[src/rtl/psum_drain.sv]
// psum_drain: pops 3x6 psum words from the PE output FIFO and streams them as requantised int8 activations.
// Build option: define PSUM_DRAIN_RELU_EN to clamp negative results to zero before saturation.
//
//  state | meaning
//  IDLE  | waiting for start_i; job parameters latched here
//  FETCH | popping the next word as soon as the FIFO is non-empty
//  LOAD  | popped word arrives on fifo_dout_i and is captured
//  SEND  | emitting elements 0..17 of the captured word
//  DONE  | one-cycle done pulse
module psum_drain #(
    parameter int PSUM_WIDTH = 16,
    parameter int CNT_WIDTH  = 16
) (
    input  logic                      clk,
    input  logic                      rst_n,
    input  logic                      start_i,
    input  logic [CNT_WIDTH-1:0]      num_words_i,
    input  logic [3:0]                shift_i,
    input  logic                      fifo_empty_i,
    input  logic [3*6*PSUM_WIDTH-1:0] fifo_dout_i,
    output logic                      fifo_rd_en_o,
    output logic                      act_valid_o,
    input  logic                      act_ready_i,
    output logic [7:0]                act_o,
    output logic                      act_last_o,
    output logic                      busy_o,
    output logic                      done_o
);

    localparam int WORD_W = 3 * 6 * PSUM_WIDTH;
    localparam logic signed [PSUM_WIDTH-1:0] SAT_MAX = PSUM_WIDTH'(127);
    localparam logic signed [PSUM_WIDTH-1:0] SAT_MIN = PSUM_WIDTH'(-128);

    typedef enum logic [2:0] {IDLE, FETCH, LOAD, SEND, DONE} state_t;

    state_t                 state, state_nxt;
    logic [WORD_W-1:0]      word_q;
    logic [4:0]             idx_q;
    logic [CNT_WIDTH-1:0]   words_left_q;
    logic [3:0]             shift_q;

    logic                   in_send, hs, last_elem, last_word;
    logic signed [PSUM_WIDTH-1:0] elem, shifted;
    logic [7:0]             act_sat;

    assign in_send   = (state == SEND);
    assign hs        = in_send && act_ready_i;
    assign last_elem = (idx_q == 5'd17);
    assign last_word = (words_left_q == CNT_WIDTH'(1));

    always_ff @(posedge clk or negedge rst_n) begin
        if (!rst_n) begin
            state <= IDLE;
        end else begin
            state <= state_nxt;
        end
    end

    always_comb begin
        state_nxt = state;
        case (state)
            IDLE: begin
                if (start_i) begin
                    state_nxt = (num_words_i != '0) ? FETCH : DONE;
                end
            end
            FETCH: begin
                if (!fifo_empty_i) begin
                    state_nxt = LOAD;
                end
            end
            LOAD: state_nxt = SEND;
            SEND: begin
                if (hs && last_elem) begin
                    state_nxt = last_word ? DONE : FETCH;
                end
            end
            DONE:    state_nxt = IDLE;
            default: state_nxt = IDLE;
        endcase
    end

    always_comb begin
        fifo_rd_en_o = (state == FETCH) && !fifo_empty_i;
        act_valid_o  = in_send;
        act_last_o   = in_send && last_elem && last_word;
        act_o        = in_send ? act_sat : 8'h00;
        busy_o       = (state != IDLE);
        done_o       = (state == DONE);
    end

    // Job parameters only load in IDLE, so a start_i while busy cannot disturb a running job.
    always_ff @(posedge clk or negedge rst_n) begin
        if (!rst_n) begin
            word_q       <= '0;
            idx_q        <= '0;
            words_left_q <= '0;
            shift_q      <= '0;
        end else begin
            case (state)
                IDLE: begin
                    if (start_i) begin
                        words_left_q <= num_words_i;
                        shift_q      <= shift_i;
                    end
                end
                LOAD: begin
                    word_q <= fifo_dout_i;
                    idx_q  <= '0;
                end
                SEND: begin
                    if (hs) begin
                        if (last_elem) begin
                            if (!last_word) begin
                                words_left_q <= words_left_q - CNT_WIDTH'(1);
                            end
                        end else begin
                            idx_q <= idx_q + 5'd1;
                        end
                    end
                end
                default: ;
            endcase
        end
    end

    // Requantisation works purely off registered state, so act_o holds during a stall.
    assign elem    = word_q[int'(idx_q) * PSUM_WIDTH +: PSUM_WIDTH];
    assign shifted = elem >>> shift_q;

    always_comb begin
        act_sat = shifted[7:0];
`ifdef PSUM_DRAIN_RELU_EN
        if (shifted[PSUM_WIDTH-1]) begin
            act_sat = 8'h00;
        end else if (shifted > SAT_MAX) begin
            act_sat = 8'h7F;
        end
`else
        if (shifted > SAT_MAX) begin
            act_sat = 8'h7F;
        end else if (shifted < SAT_MIN) begin
            act_sat = 8'h80;
        end
`endif
    end

endmodule

[config.mk]
export PLATFORM = sky130hd
export DESIGN_NAME = psum_drain
export DESIGN_NICKNAME = d
export VERILOG_FILES = /design/src/rtl/psum_drain.sv
export SDC_FILE = /design/constraint.sdc
export NUM_CORES = 1
export LEC_CHECK = 0
export ABC_AREA = 1
export CORE_ASPECT_RATIO = 0.5
export CORE_MARGIN = 3
export CORE_UTILIZATION = 47
export CTS_CLUSTER_SIZE = 8
export DETAILED_ROUTE_END_ITERATION = 8
export PLACE_DENSITY = 0.86
export SETUP_SLACK_MARGIN = 0.1
export SLEW_MARGIN = 5
export SYNTH_ARGS = -nofsm -noshare
export SYNTH_HDL_FRONTEND = slang
export SYNTH_SLANG_ARGS = --single-unit
[constraint.sdc]
create_clock -name clk -period 2.8 [get_ports clk]
set_input_delay 0.84 -clock clk [delete_from_list [all_inputs] [get_ports clk]]
set_output_delay 0.84 -clock clk [all_outputs]
set_load 0.005 [all_outputs]
Word-level counts from Yosys, hierarchy flattened --
Cells that the tools add are included.
Storage, ports and cells: logic and storage cells 56, bits in registers 316, input port bits 313
Operators by class: reduce and logical (&&, ||, !) cells 15, add/sub/neg operators 2, multiplexer cells 17, $lt $le $gt $ge 2, equal/unequal tests 13, shift operators 2
Operator list (count):
- 288-bit by 10-bit variable part select with 16-bit output | 1
- 16-bit two-way mux | 4
- 16-bit one-hot mux with 2 select lines | 1
- 8-bit two-way mux | 3
- 16-bit by 1-bit == test with 1-bit output (second input constant) | 1
- 16-bit by 8-bit > comparator with 1-bit output (second input constant) | 1
- 16-bit by 8-bit less-than comparator with 1-bit output (second input constant) | 1
- 16-bit nonzero test | 1
- 16-bit by 4-bit >>> shifter with 16-bit output | 1
- 16-bit by 1-bit subtractor with 16-bit output (second input constant) | 1
- 3-bit two-way mux | 5
- 3-bit one-hot mux with 4 select lines | 1
- 5-bit two-way mux | 2
- 5-bit one-hot mux with 2 select lines | 1
- 2-bit inequality test (second input constant) | 4
- 3-bit by 2-bit == test with 1-bit output (second input constant) | 2
- 2-bit by 1-bit inequality test with 1-bit output (second input constant) | 3
- 3-bit AND reduction | 2
- 5-bit by 1-bit adder with 5-bit output (second input constant) | 1
- 5-bit == test (second input constant) | 1
- 1-bit logical AND | 5
- 5-bit AND reduction | 1
- 2-bit nonzero test | 2
- 3-bit by 1-bit == test with 1-bit output (second input constant) | 1
- other kinds (5) | 5

Logic depth before layout (Yosys ltp) --
Gate-level depths: netlist (run 1).
depth after elaboration 6, mapped depth 20, gate-level depth less buffers 19

Worst setup path after synthesis (run 1) --
OpenSTA, ideal clock, no wires.
path type register to output, start point register idx_q[0], end point output port act_o[0], arrival time 2.054 ns, stages on the path, launching flop included 18, required time 1.960 ns, setup slack -0.094 ns, path buffers 4, path through dfrtp_1 -> inv_2 -> buf_4 -> buf_4 -> buf_2 -> buf_4 -> nor2_1 -> o22ai_1 -> nand2_1 -> nand4_1 -> nand2_1 -> a21oi_1 -> a21oi_1 -> o21ai_1 -> nand3_1 -> nand2_1 -> nand2_1 -> a21oi_1
Between the ends: longest elaborated chain between the ends 6
RTL lines:
- start, declared | line 38 | logic [4:0] idx_q;
- start signal, assigned | line 118 | idx_q <= idx_q + 5'd1;
- 288-bit by 10-bit variable part select with 16-bit output (*) | line 128 | assign elem = word_q[int'(idx_q) * PSUM_WIDTH +: PSUM_WIDTH];
- 16-bit by 4-bit >>> shifter with 16-bit output (*) | line 129 | assign shifted = elem >>> shift_q;
- 16-bit by 8-bit less-than comparator with 1-bit output | line 142 | end else if (shifted < SAT_MIN) begin
- 8-bit two-way mux | line 142
- 8-bit two-way mux (*) | line 140 | if (shifted > SAT_MAX) begin
- 8-bit two-way mux (*) | line 87 | act_o = in_send ? act_sat : 8'h00;
- end, declared | line 24 | output logic [7:0] act_o,
Every way passes the cells marked *; elsewhere a longest branch is shown, timed or not.

Worst setup path after layout (run 1) --
start point register idx_q[0], end point output port act_o[6]
The elaborated chain is that of the path after synthesis.

==> results.sh, run 1 <==
export IMPL_min_period_ns=4.29
export IMPL_syn_avg_cell_area_um2=7.11
export IMPL_wire_per_inst_um=18.8
export IMPL_track_usage_pct=31.3
export IMPL_final_setup_tns_ns=-10.74
export IMPL_slew_headroom_pct=38.6
export IMPL_cp_max_fo=8
export IMPL_tightestPinTransition_ns=0.921
export IMPL_grt_pass1_wl_um=90100
export IMPL_drv_cap=0
export IMPL_worst_path_buf_inv=5
export IMPL_ys_types=34
export IMPL_port_buffers=325
export IMPL_start_kind="flop"
export IMPL_placed_cells=3013
export IMPL_die_y_um=137
export IMPL_hold_class="primary input to asynchronous set/reset pin"
export IMPL_antenna_found_initial=3
export IMPL_yosys_area_share_simple_pct=33.6
export IMPL_gr_total_overflow=0
export IMPL_yosysWarningCount=0
export IMPL_ir_worst_vdd_mv=0.754
export IMPL_postRouteWirelength_um=58600
export IMPL_rsz0062_at_grt="yes"
export IMPL_die_area_um2=36500
export IMPL_grt_max_degree=185
export IMPL_muxShareOfSynthArea_pct=0
export IMPL_core_rowCount=47
export IMPL_ant_nets=0
export IMPL_setup_violations_final=9
export IMPL_fin_crit_sh_pct=153
export IMPL_clk_latency_ns=0.56
export IMPL_hold_violations=0
export IMPL_yosysTopAreaCell="dfrtp_1"
export IMPL_fin_util_pct=68.6
export IMPL_coreArea_um2=33300
export IMPL_synthAdderAreaFrac_pct=0.312
export IMPL_max_clock_path_buffers=3
export IMPL_timing_final_ws_setup_ns=-1.49
export IMPL_drc=0
export IMPL_ios=326
export IMPL_gr_usage_met1_pct=37.8
export IMPL_synth_compound_area_share_pct=9.44
export IMPL_slowest_stage="dfrtp_4"
export IMPL_synth_top_area_share_pct=49.3
export IMPL_finalNetCount=2985
export IMPL_clock_root_buffer="clkbuf_16"
export IMPL_layout_commonest_cell="nand2_1"
export IMPL_synth_seq_cells=316
export IMPL_cpMostUsedCell="nand2_2"
export IMPL_crit_required_ns=1.96
export IMPL_max_stage_delay_ns=0.49
export IMPL_drive_gt1_share_pct=13.6
export IMPL_leakage_nw=11.3
export IMPL_place_ws_ns=-0.980
export IMPL_finClkSkew_ns=0.0225
export IMPL_crit_cells=23
export IMPL_synth_area_um2=16000
export IMPL_ys_flop_type="dfrtp_1"
export IMPL_cts_buffers=45
export IMPL_hpwl_um=37800
export IMPL_synth_async_sr_flop_share_pct=100
export IMPL_grt_use_met3_pct=6.14
export IMPL_path_class="flop to primary output"
export IMPL_synth_top_family_by_area="simple AND/OR/NAND/NOR gates"
export IMPL_cp_cell_sequence="buf_6, buf_8, nor2_2, nor2_2, nand2_2, nand2_1, nand2_1, nand2_2, o21ai_4, nand3_2, nand3_1, nand2_2, nand2_1, nand2_2, nand2_1, nor2_1, nand3_1, nand2_2, buf_6, buf_6, nand2_2, a21oi_2, buf_2"
export IMPL_vias_per_cell=5.53
export IMPL_cts_tree="yes"
export IMPL_vias=17200
export IMPL_die_w_um=267
export IMPL_seq_area_frac_synth_pct=49.3
export IMPL_synth_edf_count=0
export IMPL_first_iter_violations=2106
export IMPL_max_freq_mhz=233
export IMPL_clock_sinks=316
export IMPL_hold_buffers=0
export IMPL_synthXorXnorAreaFrac_pct=0.327
export IMPL_violations="negative setup slack"
export IMPL_instances_no_fill=3116
export IMPL_p_per_area_nw_per_um2=1180
export IMPL_final_cell_mix="1,031 x nand2_1, 312 x dfrtp_1, 311 x clkdlybuf4s50_1"
export IMPL_place_gp_congestion=0.889
export IMPL_hold_ws_ns=0.169
export IMPL_worst_path_dominant_cell_family="simple AND/OR/NAND/NOR gates"
export IMPL_synth_nets=2575
export IMPL_syn_inst=2258
export IMPL_drt_pass1_iter_count=8
export IMPL_h_tree_depth=2
export IMPL_start_util_pct=48.1
export IMPL_status="finished, violations left"
export IMPL_synth_area_leaders="dfrtp_1 49%, nand2_1 25%, o21ai_0 5.7%"
export IMPL_slew_violations=0
export IMPL_clk_pin_slew_ns=0.06
export IMPL_syn_to_final_growth_pct=42.4
export IMPL_r2r_cells=10
export IMPL_grt_util_met2_pct=53.6
export IMPL_top_usage_layer="met2"
export IMPL_critPathCaptureType="primary output"
export IMPL_critPathArrivalTime_ns=3.45
export IMPL_grt_pass1_vias=17100
final cells by class:
class,instances,area [µm²]
repair buffers,496,5160
well taps,441,552
clock inverters,3,66.3
diodes,3,7.51
multi-input cells,1671,7460
inverters,138,531
clock buffers,48,1160
fillers,2381,10500
flip-flops and latches,316,7920
power breakdown:
part | switching, mW | internal (mW)
registers | 1.22 | 6.83
logic | 8.28 | 5.74
clock network | 1.98 | 2.99
total | 11.5 | 15.6
Yosys cell counts (5+ instances only):
| library cell | instances |
|---|---|
| nor4_1 | 6 |
| o211ai_1 | 16 |
| nor3_1 | 7 |
| o22ai_1 | 19 |
| o21ai_0 | 182 |
| inv_1 | 130 |
| nand3_1 | 110 |
| a22oi_1 | 5 |
| dfrtp_1 | 316 |
| o21ai_1 | 30 |
| nand2_1 | 1074 |
| nand4_1 | 8 |
| buf_1 | 6 |
| nor2_1 | 161 |
| a21oi_1 | 29 |
| clkbuf_1 | 75 |
| inv_2 | 6 |
| buf_2 | 35 |
| buf_4 | 16 |
worst paths after layout:
check / slack (ns) / to / startpoint
setup reg to reg: 0.34 / words_left_q[4] / idx_q[0]
min in group clk: 0.47 / word_q[214] / word_q[214]
setup / recovery: -1.49 / act_o[6] / idx_q[0]
hold reg to reg: 0.47 / word_q[214] / word_q[214]
max in group asynchronous: 1.88 / word_q[222] / rst_n
hold / removal: 0.17 / words_left_q[5] / rst_n
worst reg2reg max path, stage by stage (launching register included):
cell and delay (ns):
dfrtp_4 0.49, buf_8 0.17, buf_16 0.17, ha_1 0.20
nand3_2 0.12, o21ai_1 0.25, nand3_1 0.18, inv_1 0.23
buf_4 0.24, o21ai_0 0.11, a22oi_1 0.19
routing by layer:
metal,vias to the layer above,part of all wire [%]
met5,-,0
met4,0,5.7
met3,263,7.9
met2,970,49
met1,8119,37
li1,7866,-
cell families (layout without fill, tap and decap cells):
group	after synthesis	in the layout
and+or+nand+nor	1376	1376
buffers and inverters	271	685
other	0	3
AOI/OAI and AO/OA	285	285
DFF	316	316
adders and majority gates	4	4
xor gates and xnor gates	6	6
through the flow:
step                      total power [mW]  area [µm²]
after global routing                  28.8       22900
after floorplan                       15.1       16100
after CTS                             25.9       22500
final                                 27.0       22900
after detailed placement              19.5       20400
after global placement                19.1       20400
state kept, by name, summed over array words and instances, names as in the netlist:
register	flops
idx_q	5
shift_q	4
state	3
word_q	288
words_left_q	16
what timing repair did:
item | 4_1_cts | 5_1_grt
setup endpoints to repair | 12 | 13
gates resized for setup | 129 | 72
endpoints found under the hold margin | 0 | 0
buffers inserted | 29 | 10
pin swaps | 42 | 43
gates cloned | 11 | 1
Note: power is estimated with default switching activity, not from simulation.
==> inputs of run 2 (changes only) <==
--- a/config.mk
+++ b/config.mk
@@ -8,10 +8,10 @@
 export ABC_AREA = 1
 export CORE_ASPECT_RATIO = 0.5
 export CORE_MARGIN = 3
-export CORE_UTILIZATION = 47
+export CORE_UTILIZATION = 30
 export CTS_CLUSTER_SIZE = 8
 export DETAILED_ROUTE_END_ITERATION = 8
-export PLACE_DENSITY = 0.86
+export PLACE_DENSITY = 0.62
 export SETUP_SLACK_MARGIN = 0.1
 export SLEW_MARGIN = 5
 export SYNTH_ARGS = -nofsm -noshare
==> run 2 against run 1 <==
Compared with the run above: the flow still finishes with violations (negative setup slack); hold slack better by 0.052 ns; final cell count is 9.7% higher; first-iteration DRC count is 44% lower; clock power is 1% lower; count of clock-buffer cells in the layout is 1 lower; die area is 55% higher; clock skew is 0.0064 ns lower; largest cell class unchanged; via count is 5.8% lower; setup slack better by 0.12 ns.
==> results.sh, run 2 (synthesized netlist as in run 1, its figures left out) <==
export IMPL_wire_per_inst_um=17.3
export IMPL_top_register="word_q"
export IMPL_h_tree_depth=2
export IMPL_die_y_um=170
export IMPL_leakage_nw=11.5
export IMPL_largest_reg_flops=288
export IMPL_max_freq_mhz=240
export IMPL_die_w_um=333
export IMPL_cts_buffers=45
export IMPL_ios=326
export IMPL_critPathCaptureType="primary output"
export IMPL_drv_cap=0
export IMPL_die_area_um2=56500
export IMPL_first_iter_violations=1180
export IMPL_slew_headroom_pct=51.4
export IMPL_syn_to_final_growth_pct=47.2
export IMPL_start_util_pct=30.6
export IMPL_timing_final_ws_setup_ns=-1.37
export IMPL_drive_gt1_share_pct=16.1
export IMPL_vias_per_cell=4.75
export IMPL_drt_pass1_iter_count=7
export IMPL_critPathArrivalTime_ns=3.33
export IMPL_cts_tree="yes"
export IMPL_clk_latency_ns=0.55
export IMPL_rsz0062_at_grt="yes"
export IMPL_place_ws_ns=-0.979
export IMPL_layout_commonest_cell="nand2_1"
export IMPL_fin_crit_sh_pct=149
export IMPL_drc=0
export IMPL_grt_pass1_vias=16400
export IMPL_antenna_found_initial=1
export IMPL_final_cell_mix="1,034 x nand2_1, 313 x clkdlybuf4s50_1, 312 x dfrtp_1"
export IMPL_clock_root_buffer="clkbuf_16"
export IMPL_fin_util_pct=45.1
export IMPL_port_buffers=325
export IMPL_coreArea_um2=52400
export IMPL_grt_pass1_wl_um=90500
export IMPL_fin_area_um2=23600
export IMPL_p_per_area_nw_per_um2=1160
export IMPL_top_regs="word_q (288), words_left_q (16), idx_q (5)"
export IMPL_violations="negative setup slack"
export IMPL_r2r_setup_slack_ns=0.30
export IMPL_fillers=5203
export IMPL_hpwl_um=42100
export IMPL_status="finished, violations left"
export IMPL_finalPower_mw=27.3
export IMPL_clk_pin_slew_ns=0.05
export IMPL_finalNetCount=3030
export IMPL_clock_sinks=316
export IMPL_dpl_instance_area_um2=21000
export IMPL_max_clock_path_buffers=3
export IMPL_path_class="flop to primary output"
export IMPL_postRouteWirelength_um=59200
export IMPL_cp_max_fo=8
export IMPL_gr_total_overflow=0
export IMPL_finClkSkew_ns=0.0162
export IMPL_hold_violations=0
export IMPL_hold_class="primary input to asynchronous set/reset pin"
export IMPL_track_usage_pct=20.4
export IMPL_ant_nets=0
export IMPL_crit_required_ns=1.96
export IMPL_start_kind="flop"
export IMPL_ir_worst_vdd_mv=0.513
export IMPL_vias=16200
export IMPL_slew_violations=0
export IMPL_setup_violations_final=9
export IMPL_core_rowCount=59
export IMPL_place_gp_congestion=0.870
export IMPL_grt_max_degree=134
export IMPL_min_period_ns=4.17
export IMPL_tightestPinTransition_ns=0.729
## run 2: routing by layer
metal	part of all wire (%)	GRT usage (%)	wire length, µm	up-vias
li1	-	-	-	7963
met5	0	0	0	-
met2	51	36.7	30300	326
met3	4.2	3.34	2470	109
met1	41	24.9	24400	7826
met4	3.4	7.14	2010	0
## run 2: power by group
part           internal (mW)  switching, mW  total (mW)  leakage, nW
clock                   2.93           1.98        4.91        0.590
sequential              6.83           1.13        7.96         3.87
combinational           6.20           8.26        14.5         7.04
## run 2: layout make-up
type | instances | area (µm²) | share of cell area (%)
diodes | 1 | 2.50 | 0.0106
clock buffers | 47 | 1130 | 4.80
inverters | 138 | 538 | 2.28
clock inverters | 4 | 67.6 | 0.286
multi-input cells | 1671 | 7630 | 32.3
flip-flops and latches | 316 | 7920 | 33.5
well taps | 701 | 877 | 3.71
repair buffers | 541 | 5450 | 23.1
## run 2: worst max-delay path, cell delays in order (launching register included)
cell	delay [ns]
dfrtp_4	0.45
buf_6	0.13
clkinv_8	0.09
buf_12	0.14
buf_16	0.14
o21ai_2	0.13
nand2_1	0.06
nand2_1	0.08
nand2_1	0.05
nand2_1	0.08
o21ai_2	0.09
nand3_2	0.12
nand3_2	0.09
nand2_2	0.11
nand2_2	0.06
nand2_2	0.08
nand2_1	0.06
nor2_1	0.11
nand3_1	0.11
nand2_2	0.09
buf_6	0.10
buf_6	0.10
nand2_2	0.05
a21oi_2	0.12
buf_2	0.14
## run 2: repair_timing
action,in CTS,in global routing
endpoints found under the hold margin,0,0
cloned,6,3
endpoints found under the setup margin,12,12
resized for setup,137,118
pin swaps,60,99
buffers inserted,48,15
hold buffers,0,0
## run 2: path summary, 6_finish.rpt
kind                            depth (start not counted)               end         from
worst max-delay path                                   24          act_o[3]     idx_q[0]
worst min-delay path                                    1          state[2]        rst_n
worst max register to register                         14  words_left_q[12]     idx_q[0]
worst min register to register                          2       word_q[210]  word_q[210]
max in group asynchronous                               3       word_q[164]        rst_n
min in group clk                                        2       word_q[210]  word_q[210]
## run 2: stage by stage
step / instances / hold slack [ns] / setup TNS [ns]
floorplan: 2258 / 0.434 / -0.307
global placement: 3300 / 0.449 / -6.73
detailed placement: 3300 / 0.453 / -6.91
CTS: 3403 / 0.225 / -9.57
global route: 3419 / 0.234 / -11.36
finish: 3419 / 0.221 / -10.09
